[src/rtl/arb_deser_pkg.sv]
// rtl/arb_deser_pkg.sv - shared state type and constants for the deserializer arbiter
package arb_deser_pkg;

  typedef enum logic [2:0] {
    IDLE,
    START,
    SHIFT,
    WAIT_BUSY,
    WAIT_FREE
  } state_t;

  localparam int BYTE_W       = 8;
  localparam int START_CYCLES = 1;

endpackage

[src/rtl/arbitro_deserializador_rr_arbiter.sv]
// rtl/arbitro_deserializador_rr_arbiter.sv - combinational round-robin pick: first request after ptr
module rr_arbiter #(
  parameter  int N_REQ = 4,
  localparam int IW    = $clog2(N_REQ)
) (
  input  logic [N_REQ-1:0] req,
  input  logic [IW-1:0]    ptr,
  output logic [N_REQ-1:0] grant,
  output logic [IW-1:0]    grant_idx,
  output logic             any_req
);

  logic [IW-1:0] cand;
  logic          found;

  // Scan starts one past the last owner, so the last owner is examined last.
  always_comb begin
    grant     = '0;
    grant_idx = '0;
    found     = 1'b0;
    cand      = '0;
    for (int k = 1; k <= N_REQ; k++) begin
      cand = IW'((int'(ptr) + k) % N_REQ);
      if (!found && req[cand]) begin
        found       = 1'b1;
        grant[cand] = 1'b1;
        grant_idx   = cand;
      end
    end
  end

  assign any_req = |req;

endmodule

[src/rtl/arbitro_deserializador.sv]
// rtl/arbitro_deserializador.sv - round-robin sequencer feeding one serial deserializer from N_REQ producers
// Optional wait-state abort: ARB_DESER_TIMEOUT_EN
module arbitro_deserializador
  import arb_deser_pkg::*;
#(
  parameter  int N_REQ          = 4,
  parameter  int TIMEOUT_CYCLES = 64,
  localparam int IW             = $clog2(N_REQ)
) (
  input  logic                    clock_100KHz,
  input  logic                    reset,
  input  logic [N_REQ-1:0]        req_valid,
  input  logic [BYTE_W*N_REQ-1:0] req_data,
  output logic [N_REQ-1:0]        req_ready,
  output logic                    write_in,
  output logic                    data_in,
  input  logic                    status_out,
  output logic [IW-1:0]           grant_id,
  output logic                    busy,
  output logic                    timeout_err
);

  state_t            state, state_n;
  logic [2:0]        bit_cnt, bit_cnt_n, bit_nxt;
  logic [BYTE_W-1:0] shift_reg, shift_n;
  logic [IW-1:0]     rr_ptr, rr_ptr_n, grant_id_n;
  logic [N_REQ-1:0]  req_ready_n, arb_grant;
  logic [IW-1:0]     arb_idx;
  logic              arb_any, write_in_n, data_in_n;

  assign bit_nxt = bit_cnt + 3'd1;

  rr_arbiter #(.N_REQ(N_REQ)) u_rr_arbiter (
    .req       (req_valid),
    .ptr       (rr_ptr),
    .grant     (arb_grant),
    .grant_idx (arb_idx),
    .any_req   (arb_any)
  );

`ifdef ARB_DESER_TIMEOUT_EN
  localparam logic [7:0] WAIT_LAST = 8'(TIMEOUT_CYCLES - 1);
  logic [7:0] wait_cnt, wait_cnt_n;
  logic       timeout_n;
`endif

  // Next-state logic also computes the next value of every registered output.
  always_comb begin
    state_n     = state;
    bit_cnt_n   = bit_cnt;
    shift_n     = shift_reg;
    rr_ptr_n    = rr_ptr;
    grant_id_n  = grant_id;
    req_ready_n = '0;
    write_in_n  = 1'b0;
    data_in_n   = 1'b0;
`ifdef ARB_DESER_TIMEOUT_EN
    wait_cnt_n  = '0;
    timeout_n   = timeout_err;
`endif
    unique case (state)
      IDLE: begin
        if (arb_any && !status_out) begin
          state_n     = START;
          req_ready_n = arb_grant;
          grant_id_n  = arb_idx;
          write_in_n  = 1'b1;
          for (int i = 0; i < N_REQ; i++) begin
            if (arb_grant[i]) shift_n = req_data[BYTE_W*i +: BYTE_W];
          end
        end
      end
      START: begin
        state_n    = SHIFT;
        bit_cnt_n  = 3'd0;
        write_in_n = 1'b1;
        data_in_n  = shift_reg[0];
      end
      SHIFT: begin
        if (bit_cnt == 3'd7) begin
          state_n   = WAIT_BUSY;
          bit_cnt_n = 3'd0;
        end else begin
          bit_cnt_n  = bit_nxt;
          write_in_n = 1'b1;
          data_in_n  = shift_reg[bit_nxt];
        end
      end
      WAIT_BUSY: begin
        if (status_out) state_n = WAIT_FREE;
`ifdef ARB_DESER_TIMEOUT_EN
        else if (wait_cnt == WAIT_LAST) begin
          state_n   = IDLE;
          timeout_n = 1'b1;
          rr_ptr_n  = grant_id;
        end else wait_cnt_n = wait_cnt + 8'd1;
`endif
      end
      WAIT_FREE: begin
        if (!status_out) begin
          state_n  = IDLE;
          rr_ptr_n = grant_id;
        end
`ifdef ARB_DESER_TIMEOUT_EN
        else if (wait_cnt == WAIT_LAST) begin
          state_n   = IDLE;
          timeout_n = 1'b1;
          rr_ptr_n  = grant_id;
        end else wait_cnt_n = wait_cnt + 8'd1;
`endif
      end
      default: state_n = IDLE;
    endcase
  end

  always_ff @(posedge clock_100KHz) begin
    if (reset) begin
      state     <= IDLE;
      bit_cnt   <= 3'd0;
      shift_reg <= '0;
      rr_ptr    <= IW'(N_REQ - 1);
      grant_id  <= '0;
      req_ready <= '0;
      write_in  <= 1'b0;
      data_in   <= 1'b0;
      busy      <= 1'b0;
    end else begin
      state     <= state_n;
      bit_cnt   <= bit_cnt_n;
      shift_reg <= shift_n;
      rr_ptr    <= rr_ptr_n;
      grant_id  <= grant_id_n;
      req_ready <= req_ready_n;
      write_in  <= write_in_n;
      data_in   <= data_in_n;
      busy      <= (state_n != IDLE);
    end
  end

`ifdef ARB_DESER_TIMEOUT_EN
  always_ff @(posedge clock_100KHz) begin
    if (reset) begin
      wait_cnt    <= '0;
      timeout_err <= 1'b0;
    end else begin
      wait_cnt    <= wait_cnt_n;
      timeout_err <= timeout_n;
    end
  end
`else
  assign timeout_err = 1'b0;
`endif

endmodule

[config.mk]
export PLATFORM = sky130hd
export DESIGN_NAME = arbitro_deserializador
export DESIGN_NICKNAME = d
export VERILOG_FILES = /design/src/rtl/arb_deser_pkg.sv /design/src/rtl/arbitro_deserializador_rr_arbiter.sv /design/src/rtl/arbitro_deserializador.sv
export SDC_FILE = /design/constraint.sdc
export NUM_CORES = 1
export LEC_CHECK = 0
export ABC_AREA = 1
export BUFFER_PORTS_ARGS = -buffer_cell sky130_fd_sc_hd__buf_2
export CORE_ASPECT_RATIO = 1.25
export CORE_MARGIN = 2
export CORE_UTILIZATION = 30
export CTS_BUF_LIST = sky130_fd_sc_hd__clkbuf_4
export DETAILED_ROUTE_END_ITERATION = 8
export GPL_ROUTABILITY_DRIVEN = 0
export SLEW_MARGIN = 0
export SYNTH_ARGS = -nofsm -noshare
export SYNTH_HDL_FRONTEND = slang
export SYNTH_SLANG_ARGS = --single-unit
[constraint.sdc]
create_clock -name clock_100KHz -period 3.07 [get_ports clock_100KHz]
set_clock_uncertainty 0.15 [all_clocks]
set_input_delay 0.4605 -clock clock_100KHz [delete_from_list [all_inputs] [get_ports clock_100KHz]]
set_output_delay 0.4605 -clock clock_100KHz [all_outputs]
set_load 0.01 [all_outputs]
==> impl_metrics.csv <==
group,metric,value,unit
synthesis,syn_avg_cell_area,7.00,sq um
cells_and_area,multi_input_area,1270,sq um
clock_network,cts_buffers,3,
run,drv_cap,0,
synthesis,synth_top_area_cell,"dfxtp_1",
timing,setup_violations,0,
grt,globalRouteTotalUtil,13.1,%
cells_and_area,seq_area,500,sq um
synthesis,synth-main-ff-cell,"dfxtp_1",
synthesis,synth_warnings,0,
clock_network,cts_hold_buf,0,
grt,grt_max_degree,17,
clock_network,clock_latency,0.32,ns
clock_network,cts_sinks,25,
cells_and_area,num-fill-cells,701,
detailed_routing,avgRoutedWirePerCell,11.0,um
cells_and_area,n_antenna_cell,0,
cells_and_area,largest_reg_flops,8,
clock_network,cts_root_buffer,"clkbuf_4",
synthesis,synth_top_area_share,24.6,%
outcome,status,"complete, no violations",
die,die_area,7450,sq um
synthesis,yosysMostFrequentCell,"nand2_1",
pwr,p_leak,1.23,nW
worst_hold_path,min_path_type,"in -> reg",
synthesis,yosys-top-cells-count,"nand2_1, inv_1, dfxtp_1",
die,initial_core_util,30.9,%
clock_network,post_cts_resize_count,0,
clock_network,clk_path_buf_depth,2,
pwr,p_per_area,305,nW/um^2
die,pin_count,49,
synthesis,synth_fp_nets,339,
timing,period_share,83.2,%
synthesis,ys_top_cells_by_area,"dfxtp_1, nand2_1, inv_1, ha_1, a21oi_1",
cells_and_area,final_area,2380,sq um
timing,report.final.slew_viol_count,0,
placement,port_buffers,47,
grt,grt_overflow,0,
timing,setup-tns-final,0,ns
setup_path,arrival,2.64,ns
setup_path,worst-path-max-fanout,16,
pwr,irDropWorstVdd,0.126,mV
timing,max_freq,391,MHz
grt,grt_pass1_vias,1831,
synthesis,async_flop_share,0,%
timing,fin_crit,2.55,ns
grt,grt_pass1_wl,8.07,mm
die,die_height,96.0,um
setup_path,r2r-start,"rr_ptr[0]",
placement,dp_slack,0.516,ns
die,core_area,6570,sq um
cells_and_area,area_delta_synth_final,17.0,%
synthesis,synthCells,290,
clock_network,post_cts_buffers,0,
detailed_routing,drc,0,
synthesis,yosysSeqAreaShare,24.6,%
worst_hold_path,hold_start,"reset",
synthesis,yosysUniqueCellTypes,38,
detailed_routing,dr.pass1.iters,4,
detailed_routing,viasPerCell,4.44,
detailed_routing,vias,1897,
setup_path,critPathLaunch,"rr_ptr[0]",
die,die_x,77.6,um
setup_path,worstPathRequired,3.15,ns
setup_path,critPathLaunchType,"flop",
synthesis,syn_area,2030,sq um
detailed_routing,first_iter_violations,58,
placement,place_hpwl,3.95,mm
cells_and_area,layout.nets,390,
placement,dpl_cell_area,2350,sq um
synthesis,synth-edff-count,0,
cells_and_area,drive_above_1_share,31.5,%
synthesis,ys_ff_latch,25,
timing,hold_viol_final,0,
timing,rsz0062_at_grt,"no",
clock_network,cts.reportedPaths.clkPinSlew,0.14,ns
timing,hold_ws,0.270,ns
setup_path,critical_path.endpoint_type,"flop",
clock_network,cts_max_level,1,
timing,finalWorstSetupSlack,0.515,ns
detailed_routing,ant_nets,0,
clock_network,cts_tree,"done",
detailed_routing,wirelength,4.72,mm
die,rows,33,
grt,grt_antenna_before_repair,0,
setup_path,crit_type,"reg -> reg",
-- power breakdown --
group	internal, mW	switching, mW	total, mW
Sequential	0.348	0.0126	0.361
Clock	0.0487	0.100	0.149
Combinational	0.0841	0.130	0.214
Total	0.481	0.243	0.724
-- worst max-delay path, stage by stage, from the launching register on --
cell and delay (ns):
dfxtp_1 0.46, inv_8 0.07, ha_1 0.37, inv_1 0.11, nand3_2 0.12, nand2_4 0.13, nor2_4 0.06, a21oi_1 0.15
nand3_2 0.23, nor2_4 0.17, nand2_2 0.06, nand2_4 0.19, nand2_1 0.08, nand2_1 0.08, nor2_2 0.04
-- stage by stage --
step	utilization, %	instances	power, mW
final	36.2	427	0.724
after global routing	36.2	427	0.778
after global placement	35.8	423	0.581
after detailed placement	35.8	423	0.583
after floorplan	-	290	0.527
after CTS	36.2	427	0.736
-- final cells by class --
cell class,instances,area share [%]
timing repair buffer,51,11.2
sequential,25,21.1
tap,87,4.58
inverter,51,8.37
multi-input combinational,209,53.7
clock buffer,3,0.948
clock inverter,1,0.211
-- layer usage --
metal / track usage, % / vias to the layer above / routed length [um]
met5: 0 / - / 0
met4: 4.02 / 0 / 55
met3: 1.03 / 4 / 120
met2: 24.4 / 33 / 2430
met1: 15.9 / 835 / 2110
li1: - / 1025 / -
-- cells by family (layout without fill, tap and decap cells) --
logic type | after synthesis | in the layout | share of synthesized area [%]
compound gates | 49 | 49 | 15.7
fa+ha+maj | 10 | 10 | 6.16
buf+inv | 56 | 106 | 12.6
flops | 25 | 25 | 24.6
other cells | 1 | 1 | 0.185
simple gates | 149 | 149 | 40.8
-- layout by cell type (no fill, tap or decap), types with 2 or more instances in the layout --
cell type / netlist / final
buf_4: 1 / 4
o211ai_1: 3 / 3
inv_1: 46 / 46
nor2_4: 3 / 3
nand3_4: 2 / 2
a21boi_0: 2 / 2
dfxtp_1: 25 / 25
ha_1: 10 / 10
or2_1: 7 / 7
nand3_2: 4 / 4
o21ai_0: 8 / 8
nand4_1: 10 / 10
inv_2: 4 / 4
nand2_1: 64 / 64
a31oi_1: 4 / 4
clkbuf_4: 0 / 3
a21oi_2: 8 / 8
nand3_1: 16 / 16
nand2_4: 7 / 7
buf_2: 0 / 47
a21oi_1: 19 / 19
nor2_1: 12 / 12
nand2_2: 9 / 9
nor2_2: 10 / 10
-- path summary, 6_finish.rpt --
path | end | slack, ns | cells after the start
worst min-delay path | bit_cnt[1] | 0.27 | 2
worst max register to register | shift_reg[4] | 0.52 | 14
worst max-delay path | shift_reg[4] | 0.52 | 14
worst min register to register | bit_cnt[1] | 0.33 | 2
Note: power is estimated with default switching activity, not from simulation.
